==> src/rtl/rob_commit_ctrl.sv <==
// In-order retirement sequencer beside the ROB: decides when the head may retire and
// emits a register-file commit, a store-memory handshake or a halt for each instruction.
module rob_commit_ctrl #(
  parameter int unsigned ROB_ADDR_SIZE  = 5,
  parameter int unsigned DEST_ADDR_SIZE = 4,
  parameter int unsigned INS_TYPE_SIZE  = 2,
  parameter int unsigned INS_STATE_SIZE = 1,
  parameter logic [INS_STATE_SIZE-1:0] FINISHED_STATE = INS_STATE_SIZE'(1),
  parameter int unsigned CNT_SIZE       = 16
) (
  input  logic                      clk,
  input  logic                      reset,
  input  logic [ROB_ADDR_SIZE-1:0]  head_id,
  input  logic [ROB_ADDR_SIZE-1:0]  tail_id,
  input  logic                      is_full,
  input  logic [INS_STATE_SIZE-1:0] head_state,
  input  logic [DEST_ADDR_SIZE-1:0] head_dest_addr,
  input  logic [INS_TYPE_SIZE-1:0]  head_ins_type,
  input  logic                      commit_stall,
  input  logic                      st_ack,
  output logic                      commit_head,
  output logic                      rf_commit_en,
  output logic [DEST_ADDR_SIZE-1:0] rf_commit_addr,
  output logic [ROB_ADDR_SIZE-1:0]  commit_rob_id,
  output logic                      st_req,
  output logic                      halted,
  output logic [CNT_SIZE-1:0]       retired_count
);

  localparam logic [INS_TYPE_SIZE-1:0] TYPE_ALU    = INS_TYPE_SIZE'(0);
  localparam logic [INS_TYPE_SIZE-1:0] TYPE_STORE  = INS_TYPE_SIZE'(1);
  localparam logic [INS_TYPE_SIZE-1:0] TYPE_BRANCH = INS_TYPE_SIZE'(2);
  localparam logic [INS_TYPE_SIZE-1:0] TYPE_HALT   = INS_TYPE_SIZE'(3);

  typedef enum logic [1:0] {
    RUN     = 2'd0,
    ST_WAIT = 2'd1,
    HALTED  = 2'd2
  } state_t;

  state_t              state;
  state_t              state_n;
  logic                st_req_n;
  logic                halted_n;
  logic [CNT_SIZE-1:0] retired_count_n;
  logic                rob_empty;
  logic                head_ready;

  // A full ROB has head==tail but still holds an eligible head entry.
  assign rob_empty  = (head_id == tail_id) && !is_full;
  assign head_ready = !rob_empty && (head_state == FINISHED_STATE) && !commit_stall;

  assign commit_rob_id  = head_id;
  assign rf_commit_addr = head_dest_addr;

  // Next-state and same-cycle commit decode.
  always_comb begin
    state_n      = state;
    st_req_n     = st_req;
    halted_n     = halted;
    commit_head  = 1'b0;
    rf_commit_en = 1'b0;

    if (!reset) begin
      case (state)
        RUN: begin
          if (head_ready) begin
            if (head_ins_type == TYPE_ALU) begin
              commit_head  = 1'b1;
              rf_commit_en = 1'b1;
            end else if (head_ins_type == TYPE_BRANCH) begin
              commit_head = 1'b1;
            end else if (head_ins_type == TYPE_STORE) begin
              st_req_n = 1'b1;
              state_n  = ST_WAIT;
            end else if (head_ins_type == TYPE_HALT) begin
              commit_head = 1'b1;
              halted_n    = 1'b1;
              state_n     = HALTED;
            end
          end
        end
        // The store already owns the head; external stalls no longer apply.
        ST_WAIT: begin
          st_req_n = 1'b1;
          if (st_ack) begin
            commit_head = 1'b1;
            st_req_n    = 1'b0;
            state_n     = RUN;
          end
        end
        HALTED: begin
          state_n = HALTED;
        end
        default: begin
          state_n  = RUN;
          st_req_n = 1'b0;
        end
      endcase
    end
  end

  // Saturating retirement counter for performance monitoring.
  always_comb begin
    retired_count_n = retired_count;
    if (commit_head && (retired_count != {CNT_SIZE{1'b1}})) begin
      retired_count_n = retired_count + CNT_SIZE'(1);
    end
  end

  always_ff @(posedge clk) begin
    if (reset) begin
      state         <= RUN;
      st_req        <= 1'b0;
      halted        <= 1'b0;
      retired_count <= '0;
    end else begin
      state         <= state_n;
      st_req        <= st_req_n;
      halted        <= halted_n;
      retired_count <= retired_count_n;
    end
  end

endmodule

==> config.mk <==
export PLATFORM = sky130hd
export DESIGN_NAME = rob_commit_ctrl
export DESIGN_NICKNAME = d
export VERILOG_FILES = /design/src/rtl/rob_commit_ctrl.sv
export SDC_FILE = /design/constraint.sdc
export NUM_CORES = 1
export LEC_CHECK = 0
export CAP_MARGIN = 0
export CORE_MARGIN = 2
export CORE_UTILIZATION = 46
export DETAILED_ROUTE_END_ITERATION = 16
export PLACE_DENSITY = 0.84
export SLEW_MARGIN = 10
export SYNTH_ARGS = -nofsm -noshare
export SYNTH_HDL_FRONTEND = slang
export SYNTH_SLANG_ARGS = --single-unit
==> constraint.sdc <==
create_clock -name clk -period 6.8 [get_ports clk]
set_clock_uncertainty 0.1 [all_clocks]
set_input_delay 1.36 -clock clk [delete_from_list [all_inputs] [get_ports clk]]
set_output_delay 1.36 -clock clk [all_outputs]
set_load 0.02 [all_outputs]
==> impl_metrics.py <==
metrics = {
    "finish": {
        "final_common_cell": "clkdlybuf4s50_1",
        "finalNonFillerCells": 208,
        "area_delta_synth_final_pct": 29.6,
        "design_area_um2": 1660,
        "nNetsFinal": 205,
        "nFillCells": 238,
        "insertedDiodeCount": 0,
        "drive_gt1_share_pct": 7.91,
        "layout_common_cells": "clkdlybuf4s50_1 (42), dfxtp_1 (20), nor2_1 (11)",
    },
    "floorplanning": {
        "coreArea_um2": 2690,
        "num_rows": 19,
        "die_h_um": 56.7,
        "io_pins": 51,
        "dieArea_um2": 3220,
        "start_util_pct": 47.6,
        "die_x_um": 56.7,
    },
    "route": {
        "routedWlPerCell_um": 14.0,
        "drc_errors": 0,
        "ant_nets": 0,
        "drtPass1Iterations": 4,
        "drt_iter0_drc": 48,
        "via_per_inst": 5.95,
        "vias": 1238,
        "routed_wl_um": 2920,
    },
    "setup_path": {
        "slowest_delay_ns": 0.87,
        "crit_path_end_kind": "output port",
        "crit_slowest_cell": "a311o_1",
        "crit_path_max_fanout": 28,
        "worstPathCellList": "clkdlybuf4s50_1 -> xor2_1 -> nor4_1 -> a311o_1 -> inv_1 -> clkdlybuf4s50_1",
        "worst-r2r-cell-count": 4,
        "regToRegEndpoint": "retired_count[12]",
        "critPathTopFamily": "buffers and inverters",
        "r2r_start": "state[0]",
        "crit_type": "in -> out",
        "cp-start-kind": "input pin",
        "r2r_slack_ns": 4.32,
        "worstPathRequired_ns": 5.34,
        "crit_top_cell": "clkdlybuf4s50_1",
        "cp_num_buf_inv": 3,
        "worst_ep_arrival_time_ns": 4.00,
    },
    "yosys": {
        "ys_seq_elements": 20,
        "synthArstFlopShare_pct": 0,
        "syn_inst": 147,
        "synth_ff_type": "dfxtp_1",
        "synth_edf_count": 0,
        "synth_cell_types": 36,
        "synth.area.top_cells": "dfxtp_1 (31%), buf_4 (5.3%), ha_1 (4.9%)",
        "syn-num-nets": 174,
        "syn_avg_cell_area_um2": 8.70,
        "syn_area_um2": 1280,
        "synth_top_area_share_pct": 31.3,
        "yosysTopAreaCell": "dfxtp_1",
        "ys_seq_area_share_pct": 31.3,
        "yosysWarnings": 0,
    },
    "global_route": {
        "grt_pass1_vias": 1170,
        "grt_max_degree": 29,
        "grt_antenna_before_repair": 0,
        "grt_first_pass_wirelength_um": 4820,
        "overflow": 0,
        "grt_use_total_pct": 18.6,
    },
    "timing": {
        "finalSetupTns_ns": 0,
        "drv_slew": 0,
        "hold_viol": 0,
        "period_share_pct": 80.3,
        "max_slew_margin_pct": 38.8,
        "worst_pin_slew_ns": 0.917,
        "timing.hold.ws_ns": 0.388,
        "fmax_ghz": 0.183,
        "finalCriticalPeriod_ns": 5.46,
        "finalSetupViolCount": 0,
        "rsz0062_at_grt": "false",
    },
    "min_path": {
        "hold_start": "st_req",
        "min_to": "st_req",
        "hold_class": "reg -> reg",
        "min_path_cells": 2,
    },
    "status": {
        "status": "complete, no violations",
    },
    "run": {
        "max_cap_violations": 0,
    },
    "placement": {
        "dp.cells": 204,
        "gp_congestion": 0.811,
        "port-buffer-count": 42,
        "place_area_um2": 1620,
        "dpl.hpwl_um": 2160,
    },
    "cts": {
        "clkLatencyLatePin_ns": 0.31,
        "cts.clk_slew.worst_paths_ns": 0.11,
        "cts_setup_buffers": 0,
        "clockBufferDepth": 2,
        "post_cts_resized": 0,
        "cts_tree": "built",
        "htreeDepth": 1,
        "cts_buffers": 3,
        "clock-sinks": 20,
        "ctsHoldBuffers": 0,
        "cts-root-buf": "clkbuf_4",
    },
    "power_and_ir_drop": {
        "max-vdd-ir-drop_v": 0.0000946,
        "finalPower_w": 0.000226,
        "leakagePower_nw": 0.576,
        "powerDensity_nw_per_um2": 137,
    },
}
[kinds of logic after synthesis]
kind of cell,count (synthesis),share of synthesized area (%)
XOR/XNOR,5,3.42
AND/OR/NAND/NOR,60,28.4
multiplexers,5,4.40
adder cells (fa/ha/maj),5,4.89
buffers and inverters,22,10.9
flip-flops,20,31.3
AO/OA/AOI/OAI,30,16.7
[synth_stat cells (4+ instances only)]
master,n
dfxtp_1,20
nor2_1,11
a21oi_1,10
buf_4,9
nand2_1,8
or4_1,7
inv_1,6
nand3_1,6
o41ai_1,6
ha_1,5
nor2b_1,5
nor4_1,5
xor2_1,5
clkbuf_1,4
mux2_2,4
[how the worst max path moves through the flow]
| stage | from | endpoint | cells after the start |
|---|---|---|---|
| 2_1_floorplan | head_ins_type[1] | commit_head | 8 |
| 3_3_place_gp | head_id[1] | commit_head | 6 |
| 3_5_place_dp | reset | commit_head | 5 |
| 4_1_cts | reset | commit_head | 5 |
| 5_1_grt | head_id[1] | commit_head | 6 |
| 6_report | head_id[1] | commit_head | 6 |
[sequential cells by signal, summed over array words and instances (netlist names)]
name,count
halted,1
st_req,1
retired_count,16
state,2
[metal layers]
layer	track usage [%]	vias up	share of wire, %
met4	7.82	0	1.6
li1	-	607	-
met3	5.30	9	6.9
met2	31.7	53	47
met5	0	-	0
met1	21.5	569	44
[worst register-to-register path: cells and delay by family, from the launching register on]
kind / cells / cell delay, ns
AOI/OAI and AO/OA: 2 / 1.06
DFF: 1 / 0.40
and+or+nand+nor: 1 / 0.46
muxes: 1 / 0.37
[metrics by stage]
step | setup WS [ns] | utilization (%)
detailed placement | 1.35 | 60.4
global route | 1.09 | 61.7
floorplan | 2.56 | -
global placement | 1.43 | 60.4
finish | 1.34 | 61.7
CTS | 1.35 | 61.7
[power breakdown]
| part | switching (W) | internal (W) | total, W |
|---|---|---|---|
| sequential | 0.00000116 | 0.000118 | 0.000119 |
| clock | 0.0000394 | 0.0000327 | 0.0000722 |
| combinational | 0.0000163 | 0.0000187 | 0.0000350 |
[area by class of cell]
| cell class | count | area, µm² | area share (%) |
|---|---|---|---|
| Sequential cell | 20 | 400 | 24.2 |
| Tap cell | 31 | 38.8 | 2.34 |
| Inverter | 6 | 22.5 | 1.36 |
| Clock buffer | 4 | 36.3 | 2.19 |
| Multi-Input combinational cell | 105 | 739 | 44.6 |
| Timing Repair Buffer | 42 | 420 | 25.4 |
Power figures use the tool's default switching activity.
